File: config.mk
export PLATFORM = sky130hd
export DESIGN_NAME = sym_packer
export DESIGN_NICKNAME = d
export VERILOG_FILES = /design/src/rtl/sym_pkg.sv /design/src/rtl/sym_fifo2.sv /design/src/rtl/sym_packer.sv
export SDC_FILE = /design/constraint.sdc
export NUM_CORES = 1
export LEC_CHECK = 0
export CAP_MARGIN = 25
export CORE_ASPECT_RATIO = 1.1
export CORE_MARGIN = 2
export CORE_UTILIZATION = 48
export CTS_CLUSTER_DIAMETER = 200
export DETAILED_ROUTE_END_ITERATION = 16
export PLACE_DENSITY = 0.75
export SYNTH_ARGS = -nofsm -noshare
export SYNTH_HDL_FRONTEND = slang
export SYNTH_SLANG_ARGS = --single-unit
File: constraint.sdc
create_clock -name clk -period 1.7 [get_ports clk]
set_clock_uncertainty 0.1 [all_clocks]
set_input_delay 0.34 -clock clk [delete_from_list [all_inputs] [get_ports clk]]
set_output_delay 0.34 -clock clk [all_outputs]
set_load 0.005 [all_outputs]
File: src/rtl/sym_pkg.sv
// Shared types and constants for the 2-bit symbol packer.
package sym_pkg;

   typedef enum logic {
      HUNT = 1'b0,
      PACK = 1'b1
   } state_e;

   localparam int unsigned SYMS_PER_BYTE = 4;
   localparam int unsigned FIFO_DEPTH    = 2;

endpackage

File: src/rtl/sym_fifo2.sv
// Two-entry 8-bit output buffer; a push into a full buffer is accepted only when
// a pop frees the head slot on the same edge.
module sym_fifo2
   import sym_pkg::*;
(
   input  logic       clk,
   input  logic       reset,
   input  logic       push,
   input  logic [7:0] wdata,
   input  logic       pop,
   output logic [7:0] rdata,
   output logic       full,
   output logic       empty
);

   logic [7:0] mem_q [FIFO_DEPTH];
   logic [7:0] mem_d [FIFO_DEPTH];
   logic       wr_ptr_q, wr_ptr_d;
   logic       rd_ptr_q, rd_ptr_d;
   logic [1:0] cnt_q, cnt_d;
   logic       do_push, do_pop;

   always_comb begin
      do_pop   = pop & (cnt_q != 2'd0);
      do_push  = push & ((cnt_q != 2'(FIFO_DEPTH)) | do_pop);
      mem_d    = mem_q;
      wr_ptr_d = wr_ptr_q;
      rd_ptr_d = rd_ptr_q;
      if (do_push) begin
         mem_d[wr_ptr_q] = wdata;
         wr_ptr_d        = ~wr_ptr_q;
      end
      if (do_pop) begin
         rd_ptr_d = ~rd_ptr_q;
      end
      cnt_d = cnt_q + {1'b0, do_push} - {1'b0, do_pop};
   end

   always_ff @(posedge clk) begin
      if (reset) begin
         mem_q    <= '{default: 8'h00};
         wr_ptr_q <= 1'b0;
         rd_ptr_q <= 1'b0;
         cnt_q    <= 2'd0;
      end else begin
         mem_q    <= mem_d;
         wr_ptr_q <= wr_ptr_d;
         rd_ptr_q <= rd_ptr_d;
         cnt_q    <= cnt_d;
      end
   end

   assign empty = (cnt_q == 2'd0);
   assign full  = (cnt_q == 2'(FIFO_DEPTH));
   // Head reads as zero while empty so out_data is clean between bytes.
   assign rdata = empty ? 8'h00 : mem_q[rd_ptr_q];

endmodule

File: src/rtl/sym_packer.sv
// Hunts a 2-bit symbol stream for a sync word, then packs FRAME_LEN payload bytes
// MSB-first into a 2-entry output buffer. Optional byte statistic: SYM_PACKER_STATS_EN.
module sym_packer
   import sym_pkg::*;
#(
   parameter logic [7:0]  SYNC_WORD = 8'hA5,
   parameter int unsigned FRAME_LEN = 16
) (
   input  logic        clk,
   input  logic        reset,
   input  logic        sym_en,
   input  logic [1:0]  sym_in,
   output logic [7:0]  out_data,
   output logic        out_valid,
   input  logic        out_ready,
   output logic        sync_lock,
   output logic        ovf,
   output logic [15:0] byte_cnt
);

   localparam logic [1:0] LAST_SYM  = 2'(SYMS_PER_BYTE - 1);
   localparam logic [7:0] LAST_BYTE = 8'(FRAME_LEN - 1);

   if (FRAME_LEN < 1 || FRAME_LEN > 255) begin : g_bad_len
      $error("sym_packer: FRAME_LEN must be in 1..255");
   end

   state_e     state_q, state_d;
   logic [7:0] win_q, win_d;
   logic [5:0] shift_q, shift_d;
   logic [1:0] sym_cnt_q, sym_cnt_d;
   logic [7:0] frm_cnt_q, frm_cnt_d;
   logic       ovf_q, ovf_d;

   logic       push;
   logic [7:0] push_data;
   logic       pop;
   logic       fifo_full;
   logic       fifo_empty;

   assign out_valid = ~fifo_empty;
   assign pop       = out_valid & out_ready;
   assign push_data = {shift_q, sym_in};

   always_comb begin
      state_d   = state_q;
      win_d     = win_q;
      shift_d   = shift_q;
      sym_cnt_d = sym_cnt_q;
      frm_cnt_d = frm_cnt_q;
      ovf_d     = ovf_q;
      push      = 1'b0;
      if (sym_en) begin
         case (state_q)
            HUNT: begin
               win_d = {win_q[5:0], sym_in};
               if (win_d == SYNC_WORD) begin
                  state_d   = PACK;
                  shift_d   = 6'd0;
                  sym_cnt_d = 2'd0;
                  frm_cnt_d = 8'd0;
               end
            end
            PACK: begin
               shift_d = {shift_q[3:0], sym_in};
               if (sym_cnt_q == LAST_SYM) begin
                  sym_cnt_d = 2'd0;
                  shift_d   = 6'd0;
                  // A same-edge pop frees the head slot, so the byte still fits.
                  if (fifo_full && !pop) begin
                     ovf_d = 1'b1;
                  end else begin
                     push = 1'b1;
                  end
                  if (frm_cnt_q == LAST_BYTE) begin
                     state_d   = HUNT;
                     win_d     = 8'd0;
                     frm_cnt_d = 8'd0;
                  end else begin
                     frm_cnt_d = frm_cnt_q + 8'd1;
                  end
               end else begin
                  sym_cnt_d = sym_cnt_q + 2'd1;
               end
            end
            default: state_d = HUNT;
         endcase
      end
   end

   always_ff @(posedge clk) begin
      if (reset) begin
         state_q   <= HUNT;
         win_q     <= 8'd0;
         shift_q   <= 6'd0;
         sym_cnt_q <= 2'd0;
         frm_cnt_q <= 8'd0;
         ovf_q     <= 1'b0;
      end else begin
         state_q   <= state_d;
         win_q     <= win_d;
         shift_q   <= shift_d;
         sym_cnt_q <= sym_cnt_d;
         frm_cnt_q <= frm_cnt_d;
         ovf_q     <= ovf_d;
      end
   end

   assign sync_lock = (state_q == PACK);
   assign ovf       = ovf_q;

   sym_fifo2 u_fifo (
      .clk   (clk),
      .reset (reset),
      .push  (push),
      .wdata (push_data),
      .pop   (pop),
      .rdata (out_data),
      .full  (fifo_full),
      .empty (fifo_empty)
   );

`ifdef SYM_PACKER_STATS_EN
   logic [15:0] stat_q, stat_d;

   always_comb begin
      stat_d = stat_q;
      if (pop && (stat_q != 16'hFFFF)) begin
         stat_d = stat_q + 16'd1;
      end
   end

   always_ff @(posedge clk) begin
      if (reset) begin
         stat_q <= 16'd0;
      end else begin
         stat_q <= stat_d;
      end
   end

   assign byte_cnt = stat_q;
`else
   assign byte_cnt = 16'h0000;
`endif

endmodule

---- Word-level counts from Yosys, hierarchy flattened ----
Index checks and enable logic that the tools add are counted.
operators by class
  reduce and logical (&&, ||, !) cells .... 9
  bitwise gates (word level) .............. 10
  order comparisons ....................... 3
  equal/unequal tests ..................... 8
  multiplexer cells ....................... 28
  $add $sub $neg .......................... 4
operators with widths
  cell                                                                    count
  8-bit two-way mux                                                       8
  6-bit two-way mux                                                       4
  6-bit case mux with 2 select lines                                      2
  16-bit bitwise mux                                                      1
  8-bit case mux with 2 select lines                                      1
  8-bit by 1-bit adder with 8-bit output (second input constant)          1
  8-bit demux with 1-bit select                                           1
  8-bit by 4-bit equality test with 1-bit output (second input constant)  1
  8-bit equality test (second input constant)                             1
  1-bit two-way mux                                                       7
  3-bit AND reduction                                                     2
  2-bit equality test (second input constant)                             2
  2-bit greater-or-equal comparator (second input constant)               2
  2-bit two-way mux                                                       2
  2-bit by 1-bit != test with 1-bit output (second input constant)        2
  2-bit != test (second input constant)                                   2
  1-bit NOT                                                               4
  1-bit NOT with 2-bit output                                             2
  2-bit case mux with 2 select lines                                      1
  4-bit AND reduction                                                     1
  1-bit bitwise AND                                                       3
  2-bit by 1-bit adder with 2-bit output                                  1
  2-bit by 1-bit adder with 2-bit output (second input constant)          1
  1-bit logical AND                                                       2
  8 further kinds                                                         8
storage, ports and cells
  bits in registers ....................... 44
  bits of input ports ..................... 6

---- Logic depth before layout (Yosys ltp) ----
  word-level depth ........................ 12
  depth in mapped cells ................... 8
  gate-level depth less buffers ........... 8

---- Modules after synthesis ----
From an unflattened synthesis, not the netlist that was laid out.
unflattened totals
  cell total of the unflattened synthesis .. 256
  area, all modules ....................... 2247.2 µm²
modules (own cells, without submodules)
  module      area each (µm²)  sequential area each (µm²)  instances  cells an instance
  sym_packer  1249.9           480.5                       1          146
  sym_fifo2   997.2            400.4                       1          110

---- Least setup slack after synthesis ----
No wires, ideal clock.
  path type ............................... register to register
  start ................................... register u_fifo.cnt_q[1]
  end ..................................... register u_fifo.cnt_q[1]
  arrival ................................. 1.626 ns
  path slack .............................. -0.154 ns
  data required time ...................... 1.472 ns
  clock period less this slack ............ 1.854 ns
  cell stages (with the launch flop) ...... 9
  cells stage by stage .................... dfxtp_1 nor2_1 nor2b_1 ha_1 inv_1 ha_1 xor2_1 xnor2_1 nor2_1
between the ends
  elaborated cells on any way between the ends .. 17
  those cells by class .................... add/sub (2); eq/ne (2); mux (4); bitwise (5); reduce/logical (4)
RTL lines
  element                                          RTL line          text
  start: declaration                               sym_fifo2.sv:20   logic [1:0] cnt_q, cnt_d;
  start signal: assignment                         sym_fifo2.sv:49   cnt_q <= cnt_d;
  2-bit zero test                                  sym_fifo2.sv:53   assign empty = (cnt_q == 2'd0);
  1-bit NOT                                        sym_packer.sv:41  assign out_valid = ~fifo_empty;
  1-bit bitwise AND                                sym_packer.sv:42  assign pop = out_valid & out_ready;
  1-bit bitwise AND (*)                            sym_fifo2.sv:24   do_pop = pop & (cnt_q != 2'd0);
  net u_fifo.do_pop                                sym_fifo2.sv:21   logic do_push, do_pop;
  1-bit bitwise OR                                 sym_fifo2.sv:25   do_push = push & ((cnt_q != 2'(FIFO_DEPTH)) | do_pop);
  1-bit bitwise AND                                sym_fifo2.sv:25
  2-bit by 1-bit adder with 2-bit output           sym_fifo2.sv:36   cnt_d = cnt_q + {1'b0, do_push} - {1'b0, do_pop};
  2-bit by 1-bit subtractor with 2-bit output (*)  sym_fifo2.sv:36
Mark *: on every way through the listed nets, which the timed path passes. The rest lies on a longest branch.
A chain may end at the register's enable or synchronous reset.

---- Worst setup path in the final report ----
  start ................................... register u_fifo.cnt_q[0]
  end ..................................... output out_data[7]
between the ends
  word-level cells in the longest chain between the ends .. 2
RTL lines
  element            RTL line          text
  2-bit zero test    sym_fifo2.sv:53
  8-bit two-way mux  sym_fifo2.sv:56   assign rdata = empty ? 8'h00 : mem_q[rd_ptr_q];
  end: declaration   sym_packer.sv:13  output logic [7:0] out_data,
No other way between the ends.

==> run metrics <==
Final GP Congestion 0.870; outcome completed; Layout area overhead 29.1%; total gr overflow 0; Hold Violations, Final 0; DP Wirelength 3340 um; sequence of cells on the critical path nor2_4 > buf_4 > buf_6 > nor2_1 > clkbuf_2; CTS tree yes; Place WS -0.389 ns; gr usage total 0.194; detailed-route DRC error count 0; Clock Power Share 0.366; prevailing post-synth register cell dfxtp_1; unrepaired setup endpoints after global routing yes; Die W 68.3 um; post-route antenna net violation count 0; syn_area_per_cell 8.74 sq um; Sw Ratio 0.235; initial antenna violation count 0; nets@finish 306; register area 892 sq um; Setup TNS Final 0 ns; worst-case vdd ir drop 0.556 mV; DR WL met2 2490 um; Final WS setup 0.0345 ns; filler instances 378; met3 WL 153 um; crit share post-route 0.980; top-count cell post-synth dfxtp_1; Synth area leaders dfxtp_1 40%, mux2i_1 8.7%, buf_4 5.8%; Detailed Route Iter0 Violations 95; Final Non-Filler Cells 351; placed insts 338; FF-to-FF setup slack 0.05 ns; WHS 0.336 ns; P_sw 0.508 mW; first-pass GRT wire length 7450 um; post-synthesis sequential area ratio 0.403; Via Count 1879; core outline area 4350 sq um; Synth top cells by count 44 x dfxtp_1, 27 x nor2_1, 24 x a21oi_1; reg2reg path depth 8; worst stage delay on the critical path 0.38 ns; Comb pwr share 0.141; final max-slew violation count 0; FF-to-FF Start u_fifo.cnt_q[1]; Rows 25; CP max stage cell dfxtp_2; CP arrival 1.23 ns; internal power 1.65 mW; hold path startpoint sym_in[1]; Clk Latency, worst-skew pair 0.30 ns; first-pass detailed-route iteration total 4; FF+latch count, synth 44; die height 74.8 um; Setup crit end kind primary output; clock sink total 44; largest area contributor in the netlist dfxtp_1; hold-critical path depth 4; routed wire length 4730 um; YS warnings 0; Fmax 600 MHz; drt via density 5.35; # port buffers 16; total CTS buffers 5; Initial Utilization 0.503; deepest clock path buffer count 2; hold endpoint u_fifo.mem_q[1]; min-delay worst type input port to flip-flop; IO Count 33; post-synth top area share 0.403; worst-path fanout max 4; share of post-route cells with drive strength above 1 0.269; Distinct cells, synth 44; Top Layer Used met4; vias in the first global route 1708; startpoint types flip-flop; CTS H-Tree Depth 2; Final min period 1.67 ns; Final setup violation count 0; register share of total power 0.493; number of antenna diodes 0; ys async rst share 0; Max-Cap Viols 0; Reg clk slew, reported paths 0.08 ns; Leakage 1.08 nW; multi-input logic area 1270 sq um; CP Class flip-flop to primary output; clk root buf clkbuf_8; mapped cell area 2190 sq um; Die ar. 5110 sq um; Worst R2R End u_fifo.cnt_q[1]; hold buffer count at CTS 0; routed len/inst 13.5 um; Synth Instances 250; largest net degree at the start of global routing 40; Power Density 765 nW/um^2; M1 WL 2030 um; Req. time, crit path 1.26 ns; number of synthesized flops with an enable pin 0
[power groups by stage]
stage / clock network, mW / registers (mW) / logic (mW)
after detailed placement: 0 / 1.09 / 0.217
final: 0.791 / 1.07 / 0.304
after CTS: 0.803 / 1.07 / 0.260
after global placement: 0 / 1.09 / 0.214
after global routing: 0.844 / 1.07 / 0.332
after floorplan: 0 / 1.08 / 0.152
[sequential cells by signal (all words and copies together) (netlist names)]
| register | cells |
|---|---|
| u_fifo.mem_q | 16 |
| frm_cnt_q | 8 |
| shift_q | 6 |
| win_q | 6 |
| sym_cnt_q | 2 |
| u_fifo.cnt_q | 2 |
| ovf | 1 |
| sync_lock | 1 |
| u_fifo.rd_ptr_q | 1 |
| u_fifo.wr_ptr_q | 1 |
[how the worst max path moves through the flow]
| stage | end | cells after the start | start | slack (ns) |
|---|---|---|---|---|
| final | out_data[7] | 5 | u_fifo.cnt_q[0] | 0.03 |
| after global routing | u_fifo.cnt_q[1] | 8 | u_fifo.cnt_q[1] | -0.04 |
| after CTS | out_valid | 3 | u_fifo.cnt_q[0] | -0.06 |
| after detailed placement | u_fifo.cnt_q[1] | 8 | out_ready | -0.39 |
| after global placement | u_fifo.cnt_q[1] | 8 | out_ready | -0.30 |
| after floorplan | u_fifo.cnt_q[1] | 7 | sym_cnt_q[0] | 0.02 |
[worst max-delay path, delay by kind of cell, from the launching register on]
kind / cells / cell delay (ns)
flip-flops: 1 / 0.38
buffers and inverters: 3 / 0.36
AND/OR/NAND/NOR: 2 / 0.19
[metal layers]
layer | global-route usage | up-vias
li1 | - | 936
met1 | 0.228 | 894
met2 | 0.347 | 41
met3 | 0.0448 | 8
met4 | 0.0644 | 0
met5 | 0 | -
[cell usage in the layout, fill, tap and decap left out, types with 2 or more instances in the layout]
cell type,count
a211oi_1,3
a21oi_1,24
and3_1,2
buf_12,4
buf_4,29
buf_6,3
clkbuf_2,7
clkbuf_8,5
clkdlybuf4s50_1,3
conb_1,16
dfxtp_1,39
dfxtp_2,3
dfxtp_4,2
dlymetal6s2s_1,5
ha_4,3
inv_1,5
mux2i_1,19
nand2_1,15
nand2b_1,4
nand3_1,22
nand4_1,3
nor2_1,26
nor2_4,2
nor3_1,2
o21ai_0,8
o31ai_1,2
o32ai_1,2
o32ai_2,2
or2_2,3
xnor2_1,3
[cell type report]
type                       instances  share of cell area
clock buffer                       6              0.0257
clock inverter                     2              0.0124
inverter                           6             0.00798
multi-input combinational        187               0.449
sequential                        44               0.316
tap                               54              0.0239
timing repair buffer              52               0.164
[kinds of logic after synthesis]
kind of cell             share of synthesized area
multiplexers                                0.0870
XOR/XNOR                                    0.0160
buffers and inverters                       0.0922
flip-flops                                   0.403
AO/OA/AOI/OAI                                0.148
other                                      0.00172
adder cells (fa/ha/maj)                     0.0229
AND/OR/NAND/NOR                              0.229
[repair_timing]
item | CTS | global route
endpoints found under the hold margin | 0 | 0
setup buffers | 2 | 3
pin swaps | 6 | 12
setup endpoints to repair | 19 | 33
resized for setup | 22 | 35
[per-stage QoR]
step / util / cell area [sq um] / power (mW)
final: 0.649 / 2820 / 2.16
after global routing: 0.649 / 2820 / 2.24
after CTS: 0.624 / 2710 / 2.13
after detailed placement: 0.592 / 2570 / 1.31
after global placement: 0.592 / 2570 / 1.30
after floorplan: - / 2250 / 1.23
(Power assumes the default switching activity.)
